## config.mk

```make
export PLATFORM = sky130hd
export DESIGN_NAME = fifo_rd_drain
export DESIGN_NICKNAME = d
export VERILOG_FILES = /design/src/rtl/fifo_rd_drain.sv
export SDC_FILE = /design/constraint.sdc
export NUM_CORES = 1
export LEC_CHECK = 0
export ABC_CLOCK_PERIOD_IN_PS = 8680
export CELL_PAD_IN_SITES_DETAIL_PLACEMENT = 0
export CELL_PAD_IN_SITES_GLOBAL_PLACEMENT = 1
export CORE_MARGIN = 2
export CORE_UTILIZATION = 45
export DETAILED_ROUTE_END_ITERATION = 12
export HOLD_SLACK_MARGIN = 0.05
export PLACE_DENSITY = 0.82
export SETUP_SLACK_MARGIN = 0.5
export SLEW_MARGIN = 15
export SYNTH_ARGS = -nofsm -noshare
export SYNTH_HDL_FRONTEND = slang
export SYNTH_SLANG_ARGS = --single-unit
```

## constraint.sdc

```tcl
create_clock -name rclk -period 8.68 [get_ports rclk]
set_input_delay 1.736 -clock rclk [delete_from_list [all_inputs] [get_ports rclk]]
set_output_delay 1.736 -clock rclk [all_outputs]
set_load 0.01 [all_outputs]
```

## src/rtl/fifo_rd_drain.sv

```systemverilog
// fifo_rd_drain
//   Read-side consumer for the dual-clock FIFO. Pops show-ahead words from the
//   FIFO read port and re-presents them on a registered valid/ready stream,
//   framed into bursts of burst_len words with m_last on the final word.
//   A two-entry buffer (main + skid) gives full throughput while keeping
//   rinc purely combinational on registered state.
//
// Ports
//   rclk, rrst           read clock, async active-high reset
//   rdata, empty, rinc   FIFO read port (rinc = pop strobe, combinational)
//   enable               level; start/continue draining
//   burst_len            words per burst (0 = 2^BLW), sampled at first pop
//   m_data/m_valid/m_last/m_ready   downstream stream
//   busy                 state != IDLE
//   burst_done           pulse the cycle after a last word is accepted
//   rd_count             saturating count of words popped
module fifo_rd_drain #(
  parameter int DSIZE = 8,
  parameter int BLW   = 8,
  parameter int CW    = 16
) (
  input  logic             rclk,
  input  logic             rrst,
  input  logic [DSIZE-1:0] rdata,
  input  logic             empty,
  output logic             rinc,
  input  logic             enable,
  input  logic [BLW-1:0]   burst_len,
  output logic [DSIZE-1:0] m_data,
  output logic             m_valid,
  input  logic             m_ready,
  output logic             m_last,
  output logic             busy,
  output logic             burst_done,
  output logic [CW-1:0]    rd_count
);

  typedef enum logic [1:0] {IDLE, RUN, FINISH, DRAIN} state_t;

  state_t state_q, state_d;

  // Output buffer: main drives m_*, skid absorbs the pop that lands while
  // main is stalled. Skid is only ever valid while main is valid.
  logic             main_vld_q, main_vld_d;
  logic [DSIZE-1:0] main_data_q, main_data_d;
  logic             main_last_q, main_last_d;
  logic             skid_vld_q, skid_vld_d;
  logic [DSIZE-1:0] skid_data_q, skid_data_d;
  logic             skid_last_q, skid_last_d;

  logic [BLW-1:0]   wcnt_q, wcnt_d;
  logic [BLW:0]     blen_q, blen_d;
  logic [CW-1:0]    rd_count_q, rd_count_d;
  logic             burst_done_q, burst_done_d;

  logic [1:0]       occ;
  logic             pop;
  logic             accept;
  logic [BLW:0]     blen_new;
  logic [BLW:0]     blen_cur;
  logic             last_flag;

  assign occ    = {1'b0, main_vld_q} + {1'b0, skid_vld_q};
  assign accept = main_vld_q & m_ready;

  // rrst in the strobe keeps the FIFO untouched while held in reset.
  assign rinc = ((state_q == RUN) || (state_q == FINISH)) && !empty &&
                (occ < 2'd2) && !rrst;
  assign pop  = rinc;

  // Burst length in BLW+1 bits so burst_len=0 can mean a full 2^BLW.
  assign blen_new  = (burst_len == '0) ? {1'b1, {BLW{1'b0}}} : {1'b0, burst_len};
  assign blen_cur  = (wcnt_q == '0) ? blen_new : blen_q;
  assign last_flag = ({1'b0, wcnt_q} == (blen_cur - 1'b1));

  // Burst counter, latched length, statistics.
  always_comb begin
    wcnt_d       = wcnt_q;
    blen_d       = blen_q;
    rd_count_d   = rd_count_q;
    burst_done_d = accept & main_last_q;
    if (pop) begin
      if (wcnt_q == '0) blen_d = blen_new;
      wcnt_d = last_flag ? '0 : wcnt_q + 1'b1;
      if (rd_count_q != '1) rd_count_d = rd_count_q + 1'b1;
    end
  end

  // Buffer movement.
  always_comb begin
    main_vld_d  = main_vld_q;
    main_data_d = main_data_q;
    main_last_d = main_last_q;
    skid_vld_d  = skid_vld_q;
    skid_data_d = skid_data_q;
    skid_last_d = skid_last_q;
    if (accept) begin
      if (skid_vld_q) begin
        main_data_d = skid_data_q;
        main_last_d = skid_last_q;
        if (pop) begin
          skid_data_d = rdata;
          skid_last_d = last_flag;
        end else begin
          skid_vld_d = 1'b0;
        end
      end else if (pop) begin
        main_data_d = rdata;
        main_last_d = last_flag;
      end else begin
        main_vld_d = 1'b0;
      end
    end else if (pop) begin
      if (!main_vld_q) begin
        main_vld_d  = 1'b1;
        main_data_d = rdata;
        main_last_d = last_flag;
      end else begin
        // occ<2 on a pop, so skid is free here
        skid_vld_d  = 1'b1;
        skid_data_d = rdata;
        skid_last_d = last_flag;
      end
    end
  end

  // Next state. Leaving RUN uses the post-pop word count: a pop in the same
  // cycle that enable drops may open or close a burst, and only a burst that
  // is still open afterwards needs FINISH.
  always_comb begin
    state_d = state_q;
    unique case (state_q)
      IDLE:   if (enable) state_d = RUN;
      RUN:    if (!enable) state_d = (wcnt_d == '0) ? DRAIN : FINISH;
      FINISH: if (pop && last_flag) state_d = DRAIN;
      DRAIN:  if (occ == 2'd0) state_d = enable ? RUN : IDLE;
      default: state_d = IDLE;
    endcase
  end

  always_ff @(posedge rclk or posedge rrst) begin
    if (rrst) begin
      state_q      <= IDLE;
      main_vld_q   <= 1'b0;
      main_data_q  <= '0;
      main_last_q  <= 1'b0;
      skid_vld_q   <= 1'b0;
      skid_data_q  <= '0;
      skid_last_q  <= 1'b0;
      wcnt_q       <= '0;
      blen_q       <= '0;
      rd_count_q   <= '0;
      burst_done_q <= 1'b0;
    end else begin
      state_q      <= state_d;
      main_vld_q   <= main_vld_d;
      main_data_q  <= main_data_d;
      main_last_q  <= main_last_d;
      skid_vld_q   <= skid_vld_d;
      skid_data_q  <= skid_data_d;
      skid_last_q  <= skid_last_d;
      wcnt_q       <= wcnt_d;
      blen_q       <= blen_d;
      rd_count_q   <= rd_count_d;
      burst_done_q <= burst_done_d;
    end
  end

  assign m_data     = main_data_q;
  assign m_valid    = main_vld_q;
  assign m_last     = main_last_q;
  assign busy       = (state_q != IDLE);
  assign burst_done = burst_done_q;
  assign rd_count   = rd_count_q;

endmodule

```

==> Implementation_results.wiki <==
{| class="wikitable"
! Metric !! Value
|-
| Internal power summed over all cells || 0.0005766 W
|-
| Post-synthesis average cell area || 9.398 um^2
|-
| Net switching share of the total power || 0.3892
|-
| Max-Slew Margin vs Limit || 0.2980
|-
| Initial antenna violation count || 0
|-
| Synth top area share || 0.4236
|-
| Cell accounting for the most synthesized area || dfrtp_1
|-
| Boundary Pins || 50
|-
| Clock H-tree levels || 2
|-
| Wire length of the first global-routing pass || 12.72 mm
|-
| Outcome || finished clean
|-
| Sum Neg Setup Slack || 0 ns
|-
| Most congested layer reported by global routing || met2
|-
| Data required, critical path || 6.94 ns
|-
| Unrepaired setup endpoints after global routing || no
|-
| Final critical path time including I/O delays and setup || 5.784 ns
|-
| Initial DRT Pass Iterations || 4
|-
| Register-to-register setup slack || 4.73 ns
|-
| Worst-Margin Slew || 1.046 ns
|-
| Worst-path clk slew || 0.10 ns
|-
| Final Core Density || 0.5507
|-
| Flip-flop cell with the highest count after synthesis || dfrtp_1
|-
| Final Setup Violations || 0
|-
| Post-synthesis sequential element count || 56
|-
| Number of placement rows || 31
|-
| Proportion of power drawn by flip-flops and latches || 0.435
|-
| DRC violation count after routing || 0
|-
| Leakage power || 1.694 nW
|-
| Post-synth EDFFs || 0
|-
| CTS tree || yes
|-
| Instance count of the mapped netlist || 352
|-
| Core region area || 7176 um^2
|-
| Die span in y || 89.74 um
|-
| Part of the power in the clock network || 0.160
|-
| Number of cells in the finished layout apart from fillers || 494
|-
| Worst flop-to-flop path startpoint || wcnt_q[0]$_DFF_PP0_
|-
| Count of cell types in the netlist || 58
|-
| Min-delay worst type || reg2reg
|-
| Placed Instances || 486
|-
| ANT cells || 0
|-
| Sum of net half-perimeters after detailed placement || 5.487 mm
|-
| Most used standard cell by instance count after synthesis || dfrtp_1
|-
| Synth Cell Area || 3308 um^2
|-
| Met2 Use GR || 0.3005
|-
| DR WL/cell || 15.36 um
|-
| Highest clock frequency the design can meet || 0.1729 GHz
|-
| Footprint of the multi-input gates || 1765 um^2
|-
| Number of buffers added to fix hold violations after cts || 0
|-
| Worst ir drop on vdd || 126.8 uV
|-
| Detailed-route via count || 2772
|-
| Fillers || 667
|-
| Critical path class || in2out
|-
| Post-route setup slack || 2.896 ns
|-
| Number of pins exceeding their max-slew limit in the final report || 0
|-
| Total gr overflow || 0
|-
| Setup clock skew after layout || 0.005585 ns
|-
| Cell Pwr Density || 238.9 nW/um^2
|-
| P&R area growth vs syn || 19.44%
|-
| Post-synth ARST share || 1.000
|-
| Post-CTS setup buffer count || 0
|-
| Max-capacitance violation count || 0
|-
| Total count of hold-check failures in the final report || 0
|-
| Final wirelength || 7.589 mm
|-
| Total die area || 8053 um^2
|-
| Met1 capacity usage during global routing || 0.2677
|-
| Clock sinks || 56
|-
| Highest fanout seen on the critical path || 20
|-
| Final cycle utilization of the critical path || 0.6664
|-
| Nets@finish || 423
|-
| DR iter-0 viols || 146
|-
| Final std cell area, no fill || 3951 um^2
|-
| Register area share after synthesis || 0.4236
|-
| Count of port buffers added during placement || 49
|-
| Worst slack, placed || 2.907 ns
|-
| Root buffer cell || clkbuf_8
|-
| Largest net degree at the start of global routing || 46
|-
| Number of global-route vias before repair || 2618
|-
| Arrival @ worst endpoint || 4.05 ns
|-
| Top cell types by occurrence after synthesis || dfrtp_1, nand2_1, o21ai_0, nor2_1, inv_1
|-
| Met3 layer usage reported by global route || 0.03772
|-
| Cell area after placement || 3860 um^2
|-
| Yosys warning count || 0
|-
| CTS resizes || 0
|-
| Power share of the combinational group || 0.405
|-
| Antenna viol nets, final || 0
|-
| Buffer depth of the longest clock path || 2
|-
| Width of the die || 89.74 um
|-
| Fraction of final layout cells sized beyond drive strength 1 || 0.07089
|-
| Critical Path Source || rrst
|-
| Synthesized net count || 381
|-
| Clock buffer count from CTS || 5
|-
| Critical path capture point type || primary output
|-
| Net switching power || 0.0003674 W
|-
| Initial standard-cell utilization of the core || 0.4610
|-
| RD Place Congestion || 0.8888
|-
| Detail-routed via count per cell || 5.611
|-
| Total Routing Usage GR || 0.1888
|-
| Launching element type of the critical path || input pin
|-
| Leading post-synthesis cells by cell area || dfrtp_1, nand2_1, mux2_2
|-
| Register cell area after layout || 1401 um^2
|-
| Worst skew pair latency || 0.32 ns
|-
| Beginning of the worst hold path || m_data[5]$_DFFE_PP0P_
|}
-- layout by cell type, fill, tap and decap left out, types with 8 or more instances in the layout --
master	instances
nor3_1	12
mux2i_1	9
a21oi_1	13
o21ai_0	27
dfrtp_1	56
inv_1	17
nand3_1	14
mux2_2	13
nand2_1	43
xor2_1	13
xnor2_1	16
ha_1	8
clkdlybuf4s50_1	49
nor2_1	22
-- worst max-delay path: stages --
cell	delay, ns
clkdlybuf4s50_1	0.45
a211oi_1	0.42
nand2_1	0.51
clkinv_1	0.33
clkdlybuf4s50_1	0.60
-- routing by layer --
layer  routed length, um  share of wire  up-vias
li1                    -              -     1343
met1                3607           0.48     1349
met2                3526           0.46       74
met3                 380          0.050        6
met4                  74         0.0098        0
met5                   0              0        -
-- stage by stage --
| step | total power, W | hold slack (ns) |
|---|---|---|
| final | 0.0009439 | 0.4935 |
| after global routing | 0.001014 | 0.5251 |
| after CTS | 0.0009521 | 0.5050 |
| after detailed placement | 0.0007976 | 0.4802 |
| after global placement | 0.0007892 | 0.4659 |
| after floorplan | 0.0006544 | 0.4787 |
-- worst paths after layout --
| check | endpoint | cells after the start |
|---|---|---|
| max | rinc | 5 |
| min | m_data[5]$_DFFE_PP0P_ | 2 |
| max reg2reg | wcnt_q[6]$_DFF_PP0_ | 12 |
| min reg2reg | m_data[5]$_DFFE_PP0P_ | 2 |
| max in group asynchronous | skid_data_q[2]$_DFFE_PP0P_ | 3 |
| min in group asynchronous | state_q[0]$_DFFE_PP0P_ | 2 |
-- flip-flops by register name, summed over array words and instances (netlist names) --
name	count
m_last	1
burst_done	1
m_valid	1
blen_q	9
skid_last_q	1
rd_count	16
m_data	8
skid_data_q	8
wcnt_q	8
state_q	2
skid_vld_q	1
-- power groups by stage --
stage	combinational (W)	clock (W)	sequential (W)
floorplan	0.000261	0	0.000393
global placement	0.000377	0	0.000412
detailed placement	0.000384	0	0.000414
CTS	0.000385	0.000157	0.000410
global route	0.000427	0.000165	0.000422
finish	0.000382	0.000151	0.000410
-- logic make-up (layout without fill, tap and decap cells) --
group | count (synthesis) | in the layout | synth area share
and+or+nand+nor | 126 | 126 | 0.1952
DFF | 56 | 56 | 0.4236
adders and majority gates | 8 | 8 | 0.03026
AOI/OAI and AO/OA | 76 | 76 | 0.1532
buffers and inverters | 34 | 77 | 0.04274
muxes | 23 | 23 | 0.07829
xor gates and xnor gates | 29 | 29 | 0.07678
-- final cells by class --
| class | count | share of cell area |
|---|---|---|
| Multi-Input combinational cell | 262 | 0.4468 |
| Sequential cell | 56 | 0.3547 |
| Timing Repair Buffer | 50 | 0.1260 |
| Tap cell | 99 | 0.03135 |
| Inverter | 19 | 0.01805 |
| Clock buffer | 5 | 0.01742 |
| Clock inverter | 3 | 0.005700 |
Power figures use the tool's default switching activity.
